## config.mk

```make
export PLATFORM = sky130hd
export DESIGN_NAME = dp_ram16k_fifo_ctrl
export DESIGN_NICKNAME = d
export VERILOG_FILES = /design/src/rtl/dp_ram16k_fifo_ctrl.sv
export SDC_FILE = /design/constraint.sdc
export NUM_CORES = 1
export LEC_CHECK = 0
export BUFFER_PORTS_ARGS = -buffer_cell sky130_fd_sc_hd__buf_2
export CAP_MARGIN = 10
export CORE_ASPECT_RATIO = 1.2
export CORE_UTILIZATION = 35
export DETAILED_ROUTE_END_ITERATION = 8
export GPL_TIMING_DRIVEN = 1
export PLACE_DENSITY = 0.78
export SLEW_MARGIN = 20
export SYNTH_ARGS = -nofsm -noshare
export SYNTH_HDL_FRONTEND = slang
export SYNTH_SLANG_ARGS = --single-unit
```

## constraint.sdc

```tcl
create_clock -name clk -period 6.3 [get_ports clk]
set_input_delay 1.26 -clock clk [delete_from_list [all_inputs] [get_ports clk]]
set_output_delay 1.26 -clock clk [all_outputs]
set_load 0.05 [all_outputs]
```

## src/rtl/dp_ram16k_fifo_ctrl.sv

```systemverilog
// rtl/dp_ram16k_fifo_ctrl.sv - show-ahead FIFO controller driving a DP_RAM16K (512x32) macro
// Define QLF_FIFO_ERR_FLAGS_EN to add sticky overflow/underflow outputs.
module dp_ram16k_fifo_ctrl #(
  parameter int ADDR_W = 9,
  parameter int DATA_W = 32,
  parameter int AF_TH  = 504,
  parameter int AE_TH  = 4
) (
  input  logic              clk,
  input  logic              rst,
  input  logic              push,
  input  logic [DATA_W-1:0] push_data,
  input  logic              pop,
  output logic [DATA_W-1:0] pop_data,
  output logic              full,
  output logic              empty,
  output logic [ADDR_W:0]   count,
  output logic              almost_full,
  output logic              almost_empty,
  output logic              ram_wen,
  output logic [ADDR_W-1:0] ram_waddr,
  output logic [DATA_W-1:0] ram_d_in,
  output logic [DATA_W-1:0] ram_wenb,
  output logic              ram_ren,
  output logic [ADDR_W-1:0] ram_raddr,
  input  logic [DATA_W-1:0] ram_d_out
`ifdef QLF_FIFO_ERR_FLAGS_EN
  ,
  output logic              overflow,
  output logic              underflow
`endif
);

  typedef logic [ADDR_W:0] cnt_t;
  localparam cnt_t DEPTH_C = {1'b1, {ADDR_W{1'b0}}};

  logic [ADDR_W-1:0] wptr_q, wptr_d;
  logic [ADDR_W-1:0] rptr_q, rptr_d;
  cnt_t              ram_cnt_q, ram_cnt_d;
  logic              out_valid_q, out_valid_d;
  logic              push_acc, pop_acc, rd_issue;

  // The RAM read register doubles as the head slot, so a read is issued
  // whenever that slot is free or being vacated this cycle.
  always_comb begin
    push_acc    = push & ~full & ~rst;
    pop_acc     = pop & out_valid_q & ~rst;
    rd_issue    = ~rst & (ram_cnt_q != '0) & (~out_valid_q | pop_acc);
    wptr_d      = wptr_q + ADDR_W'(push_acc);
    rptr_d      = rptr_q + ADDR_W'(rd_issue);
    ram_cnt_d   = ram_cnt_q + cnt_t'(push_acc) - cnt_t'(rd_issue);
    out_valid_d = rd_issue | (out_valid_q & ~pop_acc);
  end

  always_ff @(posedge clk) begin
    if (rst) begin
      wptr_q      <= '0;
      rptr_q      <= '0;
      ram_cnt_q   <= '0;
      out_valid_q <= 1'b0;
    end else begin
      wptr_q      <= wptr_d;
      rptr_q      <= rptr_d;
      ram_cnt_q   <= ram_cnt_d;
      out_valid_q <= out_valid_d;
    end
  end

  assign full         = (ram_cnt_q == DEPTH_C);
  assign empty        = ~out_valid_q;
  assign count        = ram_cnt_q + cnt_t'(out_valid_q);
  assign almost_full  = (count >= cnt_t'(AF_TH));
  assign almost_empty = (count <= cnt_t'(AE_TH));
  assign pop_data     = ram_d_out;

  assign ram_wen   = ~push_acc;
  assign ram_waddr = wptr_q;
  assign ram_d_in  = push_data;
  assign ram_wenb  = '1;
  assign ram_ren   = ~rd_issue;
  assign ram_raddr = rptr_q;

`ifdef QLF_FIFO_ERR_FLAGS_EN
  logic overflow_q, overflow_d;
  logic underflow_q, underflow_d;

  always_comb begin
    overflow_d  = overflow_q | (push & full);
    underflow_d = underflow_q | (pop & empty);
  end

  always_ff @(posedge clk) begin
    if (rst) begin
      overflow_q  <= 1'b0;
      underflow_q <= 1'b0;
    end else begin
      overflow_q  <= overflow_d;
      underflow_q <= underflow_d;
    end
  end

  assign overflow  = overflow_q;
  assign underflow = underflow_q;
`endif

endmodule

```

* After elaboration in Yosys (flattened, before gate mapping)
Cells that the tools add are included.
Word-level totals: flip-flop bits (word level) 29, input port bits 68, output and inout port bits 130, word-level logic and storage cells 28
Operators by class: add/sub/neg operators 5, magnitude comparators 2, equal/unequal tests 1, bitwise operators 15, reduce and logical (&&, ||, !) cells 1
Operator list (number):
- adder 10 x 1 -> 10 bit | 2
- adder 9 x 1 -> 9 bit | 2
- equality test 10 bit, second input constant | 1
- greater-or-equal comparator 10 x 9 -> 1 bit, second input constant | 1
- less-or-equal comparator 10 x 3 -> 1 bit, second input constant | 1
- nonzero test 10 bit | 1
- subtractor 10 x 1 -> 10 bit | 1
- AND 1 bit | 7
- inverter 1 bit | 6
- bitwise OR 1 bit | 2

* Logic depth before layout (Yosys ltp)
word-level depth 6, mapped depth 12, mapped depth without buffers 12

* Worst setup path before layout
Ideal clock, no wire load.
kind flip-flop to output port, start point register ram_cnt_q[0], end point output almost_empty, data arrival time 3150 ps, data required time 5040 ps, path slack 1890 ps, stages on the path, launching flop included 7, buffers on the path 0, cells stage by stage dfxtp_1 ha_1 ha_1 nand4_1 xnor2_1 nor2_1 nor4b_1
On the way: word-level cells in the longest chain between the ends 2
RTL lines:
- start, declared | RTL line 39 | cnt_t ram_cnt_q, ram_cnt_d;
- start signal, assigned | RTL line 64 | ram_cnt_q <= ram_cnt_d;
- adder 10 x 1 -> 10 bit | RTL line 71 | assign count = ram_cnt_q + cnt_t'(out_valid_q);
- net count[8] | RTL line 17 | output logic [ADDR_W:0] count,
- less-or-equal comparator 10 x 3 -> 1 bit | RTL line 73 | assign almost_empty = (count <= cnt_t'(AE_TH));
- end, declared | RTL line 19 | output logic almost_empty,
The timed path passes the listed nets, and every way through them passes these cells.

* Final worst setup path
start point input rst, end point output ram_ren
On the way: word-level cells in the longest chain between the ends 5, elaborated cells on any way between the ends 6, those cells by class 6 x bitwise
RTL lines:
- start, declared | RTL line 10 | input logic rst,
- inverter 1 bit * | RTL line 47, 48
- AND 1 bit | RTL line 47 | pop_acc = pop & out_valid_q & ~rst;
- bitwise OR 1 bit | RTL line 48 | rd_issue = ~rst & (ram_cnt_q != '0) & (~out_valid_q | pop_acc);
- AND 1 bit * | RTL line 48
- inverter 1 bit * | RTL line 80 | assign ram_ren = ~rd_issue;
- end, declared | RTL line 24 | output logic ram_ren,
Every way passes the cells marked *; elsewhere a longest branch is shown, timed or not.

==> flow_summary.json <==
{
  "outcome": "finished, final reports clean",
  "power.switching_w": 0.0005814,
  "routed_via_density": 4.664,
  "worstHoldEndpoint": "ram_raddr[8]",
  "cp_top_family": "buffers and inverters",
  "power_w": 0.001123,
  "min_path_cells": 2,
  "cp_max_fo": 33,
  "syn_inst": 318,
  "finalCriticalPeriod_ps": 3690,
  "clock_latency_ps": 280,
  "io_pins": 198,
  "clock_skew_ps": 8.929,
  "endpoint_kind": "output port",
  "root_buffer": "clkbuf_8",
  "design_area_sq_um": 2394,
  "path_depth": 6,
  "io_buffers": 37,
  "path_class": "input port to output port",
  "row_count": 34,
  "arrival_ps": 2430,
  "powerDensity_nw_per_um2": 469.2,
  "routedWlPerCell_um": 12.25,
  "gr-usage-all-layers_pct": 12.04,
  "yosysSeqAreaShare_pct": 21.99,
  "overflow": 0,
  "dr.first_iter.drc_count": 84,
  "yosys-top-cells-area": "buf_4 27%, dfxtp_1 22%, ha_1 12%, xnor2_1 4.3%, inv_1 3.0%",
  "clk_pin_slew_worst_paths_ps": 70,
  "setup_viol": 0,
  "syn_area_sq_um": 2640,
  "power_frac_comb_pct": 63.8,
  "antenna_left": 0,
  "ir_worst_vdd_uv": 241.9,
  "path_cells": "buf_2, inv_1, nand2_1, a21oi_1, inv_1, buf_2",
  "die_area_sq_um": 7896,
  "dpl_cell_area_sq_um": 2307,
  "hold_viol": 0,
  "cp_data_required_time_ps": 5040,
  "hold_buffers": 0,
  "ys_ff_latch": 29,
  "die-height_um": 97.14,
  "cts_buffer_depth": 2,
  "dp_hpwl_um": 3736,
  "cts_setup_buffers": 0,
  "tightest_slew_ps": 586.9,
  "max_slew_margin_pct": 60.88,
  "setup_tns_ps": 0,
  "avgSynthCellArea_sq_um": 8.302,
  "vias": 1791,
  "drv_cap": 0,
  "reg2reg_depth": 12,
  "place.gp.congestion": 0.8240,
  "slowest_stage": "a21oi_1",
  "synth-edff-count": 0,
  "synth_top_area_cell": "buf_4",
  "synth.distinct_cells": 48,
  "core_region_area_sq_um": 7274,
  "dr.pass1.iters": 4,
  "crit_path_start_kind": "input port",
  "yosysWarnings": 0,
  "switching_share_pct": 51.77,
  "min_from": "ram_raddr[8]",
  "synth_top_area_share_pct": 27.30,
  "r2r_slack_ps": 3070,
  "post-route-util_pct": 32.90,
  "internal-power_w": 0.0005417,
  "cts_resized": 0,
  "fmax_mhz": 271.0,
  "grt_max_degree": 34,
  "start_util_pct": 36.29,
  "cpPeakStageDelay_ps": 330,
  "grt_pass1_vias": 1635,
  "cts_buffers": 5,
  "synth_most_common_cell": "buf_4",
  "timing.rr.end": "ram_cnt_q[8]",
  "rsz0062_at_grt": "false",
  "drive_gt1_share_pct": 17.35,
  "cts_tree": "done",
  "syn_to_final_growth_pct": -9.336,
  "htreeDepth": 2,
  "die_w_um": 81.28,
  "nNetsFinal": 388,
  "drc_errors": 0,
  "slew_viol_final": 0,
  "grt_pass1_wl_um": 7500,
  "hold_class": "flop to flop",
  "p_leak_nw": 1.175,
  "power.share.clock_pct": 13.3,
  "r2r_start": "ram_cnt_q[2]",
  "synth_top_flop_cell": "dfxtp_1",
  "synth_common_cells": "96 x buf_4, 29 x dfxtp_1, 26 x ha_1, 21 x inv_1, 21 x nor2_1",
  "path_buf_inv": 4,
  "wirelength_um": 4705,
  "num_antenna_cells": 0,
  "antenna_found_initial": 0,
  "async_flop_share_pct": 0,
  "seqPwrFrac_pct": 22.9,
  "post-route-period-util_pct": 58.57,
  "clkSinkCount": 29
}
worst register-to-register path, stage by stage, from the launching register on:
cell and delay [ps]:
dfxtp_1 450, inv_1 100, ha_1 220, nand3_1 170
nor3_1 90, a21oi_1 380, xnor2_1 110, ha_1 230
fa_1 460, a211o_1 320, a31oi_1 180, o31ai_1 100
mux2_4 300
per-stage QoR:
step / hold WS, ps / cells / worst slack, ps
5_1_grt: 521.7 / 384 / 2365
3_5_place_dp: 484.0 / 376 / 2363
3_3_place_gp: 466.8 / 376 / 2411
4_1_cts: 493.8 / 384 / 2566
6_report: 485.3 / 384 / 2610
2_1_floorplan: 510.2 / 349 / 1890
worst max path at each step:
stage / start / end / slack, ps
final: rst / ram_ren / 2610
after global routing: ram_cnt_q[0] / almost_empty / 2370
after CTS: ram_cnt_q[0] / almost_empty / 2570
after detailed placement: rst / ram_cnt_q[8] / 2360
after global placement: rst / ram_cnt_q[8] / 2410
after floorplan: ram_cnt_q[0] / almost_empty / 1890
power by group through the flow:
stage	registers [W]	clock network, W	logic, W
2_1_floorplan	0.000262	0	0.000715
3_3_place_gp	0.000261	0	0.000697
3_5_place_dp	0.000262	0	0.000714
4_1_cts	0.000257	0.000154	0.000718
5_1_grt	0.000263	0.000163	0.000805
6_report	0.000258	0.000149	0.000716
flip-flops by register name, indices dropped and copies added (netlist names):
name / flops
ram_waddr: 9
ram_cnt_q: 10
out_valid_q: 1
ram_raddr: 9
cell type report:
type / count / area, sq um
Fill cell: 763 / 4881
Multi-Input combinational cell: 197 / 1339
Sequential cell: 29 / 580.6
Timing Repair Buffer: 38 / 192.7
Tap cell: 90 / 112.6
Inverter: 22 / 82.58
Clock buffer: 5 / 68.82
Clock inverter: 3 / 17.52
layer usage:
| layer | up-vias | wire length (um) | GRT usage [%] |
|---|---|---|---|
| met5 | - | 0 | 0 |
| met4 | 0 | 191 | 6.319 |
| met3 | 28 | 358 | 4.507 |
| met2 | 69 | 2273 | 19.29 |
| met1 | 821 | 1881 | 13.50 |
| li1 | 873 | - | - |
cell families (layout without fill, tap and decap cells):
group           count (synthesis)  count (layout)  synth area share, %
simple gates                   75              75                14.64
buf+inv                       123              68                31.71
other cells                     1              32               0.1420
xor+xnor                       20              20                6.635
compound gates                 40              40                10.38
flops                          29              29                21.99
mux                             3               3                1.422
fa+ha+maj                      27              27                13.08
layout by cell type (no fill, tap or decap), types with 2 or more instances in the layout:
cell,Yosys,routed
nand4_1,3,3
buf_2,2,37
a21oi_1,11,11
a211o_1,3,3
nand3_1,10,10
nor3_1,3,3
o31ai_1,2,2
and3_1,2,2
o41ai_1,2,2
dfxtp_1,29,29
xor2_1,7,7
a31oi_1,4,4
nand3b_1,2,2
inv_1,21,21
or3_1,7,7
mux2_1,2,2
conb_1,1,32
nand2_1,10,10
o21bai_1,2,2
o31a_1,2,2
ha_1,26,26
nand2b_1,2,2
nor2b_1,7,7
clkbuf_8,0,5
o21ai_0,6,6
xnor2_1,13,13
clkinv_2,0,2
nor4_1,2,2
nor2_1,21,21
Note: power is estimated with default switching activity, not from simulation.
